**config.mk**
```make
export PLATFORM = sky130hd
export DESIGN_NAME = inv_shiftrows
export DESIGN_NICKNAME = d
export VERILOG_FILES = /design/src/rtl/inv_shiftrows.sv
export SDC_FILE = /design/constraint.sdc
export NUM_CORES = 1
export LEC_CHECK = 0
export BUFFER_PORTS_ARGS = -buffer_cell sky130_fd_sc_hd__buf_2
export CORE_UTILIZATION = 39
export DETAILED_ROUTE_END_ITERATION = 8
export PLACE_DENSITY = 0.61
export SLEW_MARGIN = 20
export SYNTH_ARGS = -nofsm -noshare
export SYNTH_HDL_FRONTEND = slang
export SYNTH_SLANG_ARGS = --single-unit
```
**constraint.sdc**
```tcl
create_clock -name clock -period 2.6 [get_ports clock]
set_input_delay 0.39 -clock clock [delete_from_list [all_inputs] [get_ports clock]]
set_output_delay 0.39 -clock clock [all_outputs]
set_load 0.02 [all_outputs]
```
**src/rtl/inv_shiftrows.sv**
```systemverilog
// inv_shiftrows: byte-serial AES InvShiftRows stage with two ping-pong banks.
//   clock, reset           rising-edge clock, async active-high reset
//   inbyte/in_valid/in_ready     column-major input bytes (k = row k%4, col k/4)
//   outbyte/out_valid/out_ready  row-shifted output bytes, same order
//   out_last               marks the 16th byte of each output block
//   STEP                   read stride mod 16 (13 = InvShiftRows, 5 = ShiftRows)
module inv_shiftrows #(
    parameter int STEP = 13
) (
    input  logic       clock,
    input  logic       reset,
    input  logic [7:0] inbyte,
    input  logic       in_valid,
    output logic       in_ready,
    output logic [7:0] outbyte,
    output logic       out_valid,
    input  logic       out_ready,
    output logic       out_last
);
    typedef enum logic [1:0] {EMPTY, FILLING, FULL, DRAINING} bank_st_t;
    bank_st_t   st_q [2];
    bank_st_t   st_d [2];
    logic [7:0] mem [2][16];
    logic [3:0] wp, k, ra;
    logic       wb, rb, wr, rd;
    assign in_ready  = st_q[wb] == EMPTY || st_q[wb] == FILLING;
    assign out_valid = st_q[rb] == FULL || st_q[rb] == DRAINING;
    assign wr        = in_valid && in_ready;
    assign rd        = out_valid && out_ready;
    // Stepping the read index by STEP mod 16 walks the column-major state so
    // that each row r picks up its bytes rotated by r columns.
    assign ra        = 4'(STEP * int'(k));
    assign outbyte   = out_valid ? mem[rb][ra] : 8'h00;
    assign out_last  = out_valid && k == 4'd15;
    // wr and rd always target different banks, since a bank is never both
    // writable and readable, so the two updates below cannot collide.
    always_comb begin
        st_d[0] = st_q[0];
        st_d[1] = st_q[1];
        if (wr) st_d[wb] = wp == 4'd15 ? FULL : FILLING;
        if (rd) st_d[rb] = k == 4'd15 ? EMPTY : DRAINING;
    end
    always_ff @(posedge clock or posedge reset) begin
        if (reset) begin
            st_q[0] <= EMPTY;
            st_q[1] <= EMPTY;
            wp      <= 4'd0;
            k       <= 4'd0;
            wb      <= 1'b0;
            rb      <= 1'b0;
        end else begin
            st_q[0] <= st_d[0];
            st_q[1] <= st_d[1];
            if (wr) begin
                wp <= wp + 4'd1;
                wb <= wp == 4'd15 ? ~wb : wb;
            end
            if (rd) begin
                k  <= k + 4'd1;
                rb <= k == 4'd15 ? ~rb : rb;
            end
        end
    end
    always_ff @(posedge clock) begin
        if (wr) mem[wb][wp] <= inbyte;
    end
endmodule

```
After elaboration in Yosys (flattened, before gate mapping)
Memories as Yosys holds them, arrays and structs flattened.
Index checks and enable logic that the tools add are counted.
Storage, ports and cells
  register bits: 14
  bits in writable memories: 256
  bits of input ports: 12
  output and inout bits: 11
  word-level logic and storage cells: 63
  memories: 1
Cells by class
  add/subtract/negate cells: 2
  multiply operators: 1
  magnitude comparators: 7
  eq/ne operators: 5
  mux-type cells: 24
  bitwise logic cells: 6
  reduce and logical (&&, ||, !) cells: 11
Memories
  mem: depth 2, bits a word 128, rd ports 1, clocked after Yosys merged registers in 0, wr ports 1, RTL line 23  | logic [7:0] mem [2][16];
Operator list (count)
  128-bit two-way mux: 1
  8-bit binary-select mux with 4-bit select: 1
  8-bit demux with 4-bit select: 1
  8-bit two-way mux: 4
  2-bit two-way mux: 10
  5-bit greater-or-equal comparator, second input constant: 2
  4-bit inverter with 5-bit output: 2
  4-bit by 1-bit adder with 4-bit output, second input constant: 2
  4-bit bitwise mux: 2
  4-bit equality test, second input constant: 2
  4-bit two-way mux: 2
  1-bit logical AND: 6
  5-bit by 1-bit less-than comparator with 1-bit output, second input constant: 1
  2-bit demux with 1-bit select: 2
  2-bit equality test, second input constant: 2
  2-bit greater-or-equal comparator, second input constant: 2
  2-bit by 1-bit less-than comparator with 1-bit output, second input constant: 2
  3-bit by 4-bit multiplier with 4-bit output, first input constant: 1
  1-bit inverter with 2-bit output: 2
  2-bit AND reduction: 2
  2-bit by 1-bit equality test with 1-bit output, second input constant: 1
  2-bit logical NOT: 1
  1-bit logical OR: 2
  1-bit inverter: 2
  1-bit two-way mux: 1

Longest topological paths before layout
  depth after elaboration: 10
  depth in mapped cells: 8
  depth with buffers taken out: 6

Least setup slack after synthesis
OpenSTA, ideal clock, no wires.
  path kind: flip-flop to flip-flop
  start: reg wb
  end: mem mem[0][10] (netlist bit) (enable)
  library setup time: 0.383 ns
  data arrival time: 1.997 ns
  data required time: 2.217 ns
  setup slack: 0.219 ns
  cell stages (with the launch flop): 6
  period minus slack after synthesis: 2.381 ns
  cells stage by stage: dfrtp_1 mux2i_1 and2_1 buf_2 nand2_1 nor3_1
Between the ends
  word-level cells in the longest chain between the ends: 9
  elaborated cells on any way between the ends: 10
  those cells by class: 1 x eq/ne; 5 x mux; 1 x bitwise; 3 x reduce/logical
RTL lines
  from (decl): RTL line 25  | logic wb, rb, wr, rd;
  from (signal assigned): RTL line 56  | wb <= wp == 4'd15 ? ~wb : wb;
  1-bit inverter with 2-bit output (implied by the code) (*): RTL line 26  | assign in_ready = st_q[wb] == EMPTY || st_q[wb] == FILLING;
  2-bit two-way mux (implied by the code) (*) (3 in series): RTL line 26
  2-bit by 1-bit equality test with 1-bit output or 2-bit logical NOT (tied branches): RTL line 26
  1-bit logical OR (*): RTL line 26
  via in_ready: RTL line 14  | output logic in_ready,
  1-bit logical AND (*): RTL line 28  | assign wr = in_valid && in_ready;
  1-bit two-way mux (*): RTL line 65  | if (wr) mem[wb][wp] <= inbyte;
  128-bit two-way mux (implied by the code) (*): RTL line 65
  to (decl): RTL line 23
Mark *: on every way through the listed nets, which the timed path passes. The rest lies on a longest branch. The select of a mux whose other input is x is not followed.

Final worst setup path
  start: reg rb
  end: out outbyte[3]
Between the ends
  word-level cells in the longest chain between the ends: 7
  elaborated cells on any way between the ends: 12
  those cells by class: 2 x eq/ne; 7 x mux; 1 x bitwise; 1 x reduce/logical; 1 x memory
RTL lines
  from (decl): RTL line 25
  from (signal assigned): RTL line 60  | rb <= k == 4'd15 ? ~rb : rb;
  branches (longest 6 deep; another with memory read 2 x 128 bit)
  8-bit two-way mux (*): RTL line 33  | assign outbyte = out_valid ? mem[rb][ra] : 8'h00;
  to (decl): RTL line 15  | output logic [7:0] outbyte,
Mark *: on every way between the ends. The select of a mux whose other input is x is not followed.

==> flow_summary_export.csv <==
group,metric,value,unit
outcome,status,"finished with violations",
outcome,violations,"setup timing",
synthesis,synth_fp_nets,583,
final_layout,nNetsFinal,698,
min_path,whs_endpoint,"k[2]$_DFFE_PP0P_",
timing,whs,0.162,ns
clock_tree,clk_latency,0.55,ns
critical_path,r2r-start,"wb$_DFFE_PP0P_",
synthesis,synth_common_cells,"edfxtp_1, mux2i_1, nor2_1, mux4_2, a22oi_1",
clock_tree,path_clk_slew,0.06,ns
floorplanning,die_x,168,um
clock_tree,ctsHtreeMaxLevel,1,
timing,rsz0062_at_grt,"true",
clock_tree,clock_sink_count,268,
critical_path,critPathLaunch,"rb$_DFFE_PP0P_",
clock_tree,cts_buffers,28,
placement,dpl.hpwl,16200,um
synthesis,yosysMostFrequentCell,"edfxtp_1",
synthesis,yosys-top-cells-area,"edfxtp_1, mux4_2, mux2i_1, dfrtp_1, mux4_1",
pwr,p_per_area,1110,nW/um2
routing,finalWirelength,25000,um
floorplanning,die_area,28300,um2
final_layout,multiInputGateArea,2770,um2
floorplanning,core,27000,um2
timing,setup_viol,8,
timing,max_slew.worst_pin.slew,0.707,ns
timing,tns,-2.60,ns
routing,wl_per_cell,24.0,um
synthesis,synth_area,10800,um2
global_route,grt_pass1_vias,5853,
timing,hold_viol,0,
final_layout,area_growth,21.5,%
timing,timing.final.crit_share,1.14,
clock_tree,cts_buffer_depth,3,
global_route,antenna_found_initial,0,
global_route,grt_usage,0.178,
final_layout,fillers,2224,
final_layout,post-route-util,0.485,
global_route,grt_pass1_wl,37000,um
routing,drt_iter0_markers,541,
run,drv_cap,0,
routing,postRouteAntennaNets,0,
synthesis,yosysTopAreaCell,"edfxtp_1",
critical_path,crit_type,"reg2out",
synthesis,synthFlopType,"edfxtp_1",
placement,io_buffers,22,
synthesis,async_reset_ff_frac,0.0448,
critical_path,reg2reg_slack,0.17,ns
timing,fmax,337,MHz
critical_path,cp.arrival,2.58,ns
min_path,min_from,"out_ready",
synthesis,synth-seq-area-share,0.741,
synthesis,synth.distinct_cells,45,
synthesis,synth-seq-cells,268,
pwr,vdd_drop_max,844,uV
timing,worst_slack,-0.370,ns
synthesis,synth_top_cell_area_share,0.713,
routing,vias,5688,
floorplanning,die_h,168,um
floorplanning,ios,23,
global_route,overflow,0,
final_layout,diodes,0,
critical_path,rr_worst_depth,5,
timing,slew_viol_final,0,
timing,clock_skew,0.0221,ns
routing,first_pass_iters,4,
synthesis,synth-edff-count,256,
critical_path,r2r_end,"mem[0][114]$_DFFE_PP_",
synthesis,synthCells,564,
synthesis,avgSynthCellArea,19.1,um2
clock_tree,cts_tree,"yes",
routing,drc,0,
timing,timing.final.crit_period,2.97,ns
final_layout,regArea,7990,um2
min_path,hold_class,"in2reg",
critical_path,end_kind,"output port",
pwr,p_leak,4.30,nW
floorplanning,initial_core_util,0.399,
placement,gp_congestion,0.817,
global_route,grt_max_degree,33,
critical_path,cp_max_fo,6,
synthesis,yosys_warnings,0,
min_path,hold_depth,3,
critical_path,start_kind,"flop",
floorplanning,rows,60,
critical_path,critical_path_required,2.21,ns
final_layout,drive_above_1_share,0.344,
clock_tree,root_buffer,"clkbuf_16",
routing,avgViaCountPerCell,5.46,
timing,relSlewSlack,0.528,
placement,dp_slack,-0.0915,ns
## stage by stage
| stage | instance area [um2] | total power [W] | cells |
|---|---|---|---|
| floorplan | 10800 | 0.00781 | 564 |
| global placement | 11800 | 0.00982 | 980 |
| detailed placement | 11800 | 0.00985 | 980 |
| CTS | 13000 | 0.0143 | 1037 |
| global route | 13100 | 0.0150 | 1042 |
| finish | 13100 | 0.0145 | 1042 |
## final cells by class
class / count / share of cell area
flip-flops and latches: 268 / 0.610
multi-input cells: 262 / 0.211
repair buffers: 114 / 0.0739
clock buffers: 30 / 0.0541
well taps: 341 / 0.0326
clock inverters: 22 / 0.0162
inverters: 5 / 0.00143
## registers in the layout, summed over array words and instances (netlist names)
signal / count
k: 4
mem: 256
rb: 1
st_q: 2
wb: 1
wp: 4
## power by group
part	internal (W)	switching (W)
Combinational	0.00239	0.00297
Clock	0.00228	0.00165
Sequential	0.00502	0.000192
Total	0.00969	0.00481
## cell usage in the layout, fill, tap and decap left out, types with 6 or more instances in the layout
master       n
a211o_1      6
a22oi_1     19
buf_12       6
buf_2       16
buf_4       76
buf_6       13
clkbuf_16   29
clkinv_2     6
dfrtp_1      9
edfxtp_1   256
ha_1         6
mux2_2       6
mux2i_1     48
mux4_2      38
nand2_1     14
nand3_1      8
nor2_1      35
xnor2_1     10
## kinds of logic (layout without fill, tap and decap cells)
| kind of cell | Yosys count | in the layout | share of synthesized area |
|---|---|---|---|
| adder cells (fa/ha/maj) | 7 | 7 | 0.00812 |
| AO/OA/AOI/OAI | 60 | 60 | 0.0414 |
| buffers and inverters | 34 | 171 | 0.0204 |
| AND/OR/NAND/NOR | 85 | 85 | 0.0371 |
| XOR/XNOR | 11 | 11 | 0.00894 |
| flip-flops | 268 | 268 | 0.741 |
| multiplexers | 99 | 99 | 0.143 |
## timing repair
action,4_1_cts,5_1_grt
buffers inserted,7,4
gates cloned,0,1
hold endpoints to repair,12,0
pin swaps,17,11
setup endpoints to repair,9,9
gates resized for setup,54,21
hold buffers,1,0
## critical path, cell delays in order (launching register included)
cell and delay [ns]:
dfrtp_4 0.53, buf_8 0.16, buf_4 0.13, mux4_2 0.44, mux2_4 0.31, a211oi_2 0.22
a31oi_1 0.09, buf_4 0.17
## worst max path at each step
| stage | endpoint | slack [ns] |
|---|---|---|
| after floorplan | mem[0][10]$_DFFE_PP_ | 0.22 |
| after global placement | outbyte[0] | -0.09 |
| after detailed placement | outbyte[6] | -0.09 |
| after CTS | outbyte[3] | -0.37 |
| after global routing | outbyte[1] | -0.42 |
| final | outbyte[3] | -0.37 |
## per-layer routing
layer / routed length, um / share of wire / vias to the layer above / global-route usage
li1: - / - / 2508 / -
met1: 10600 / 0.43 / 2937 / 0.246
met2: 12200 / 0.49 / 204 / 0.295
met3: 1710 / 0.068 / 39 / 0.0287
met4: 509 / 0.020 / 0 / 0.0482
met5: 0 / 0 / - / 0
Power figures use the tool's default switching activity.
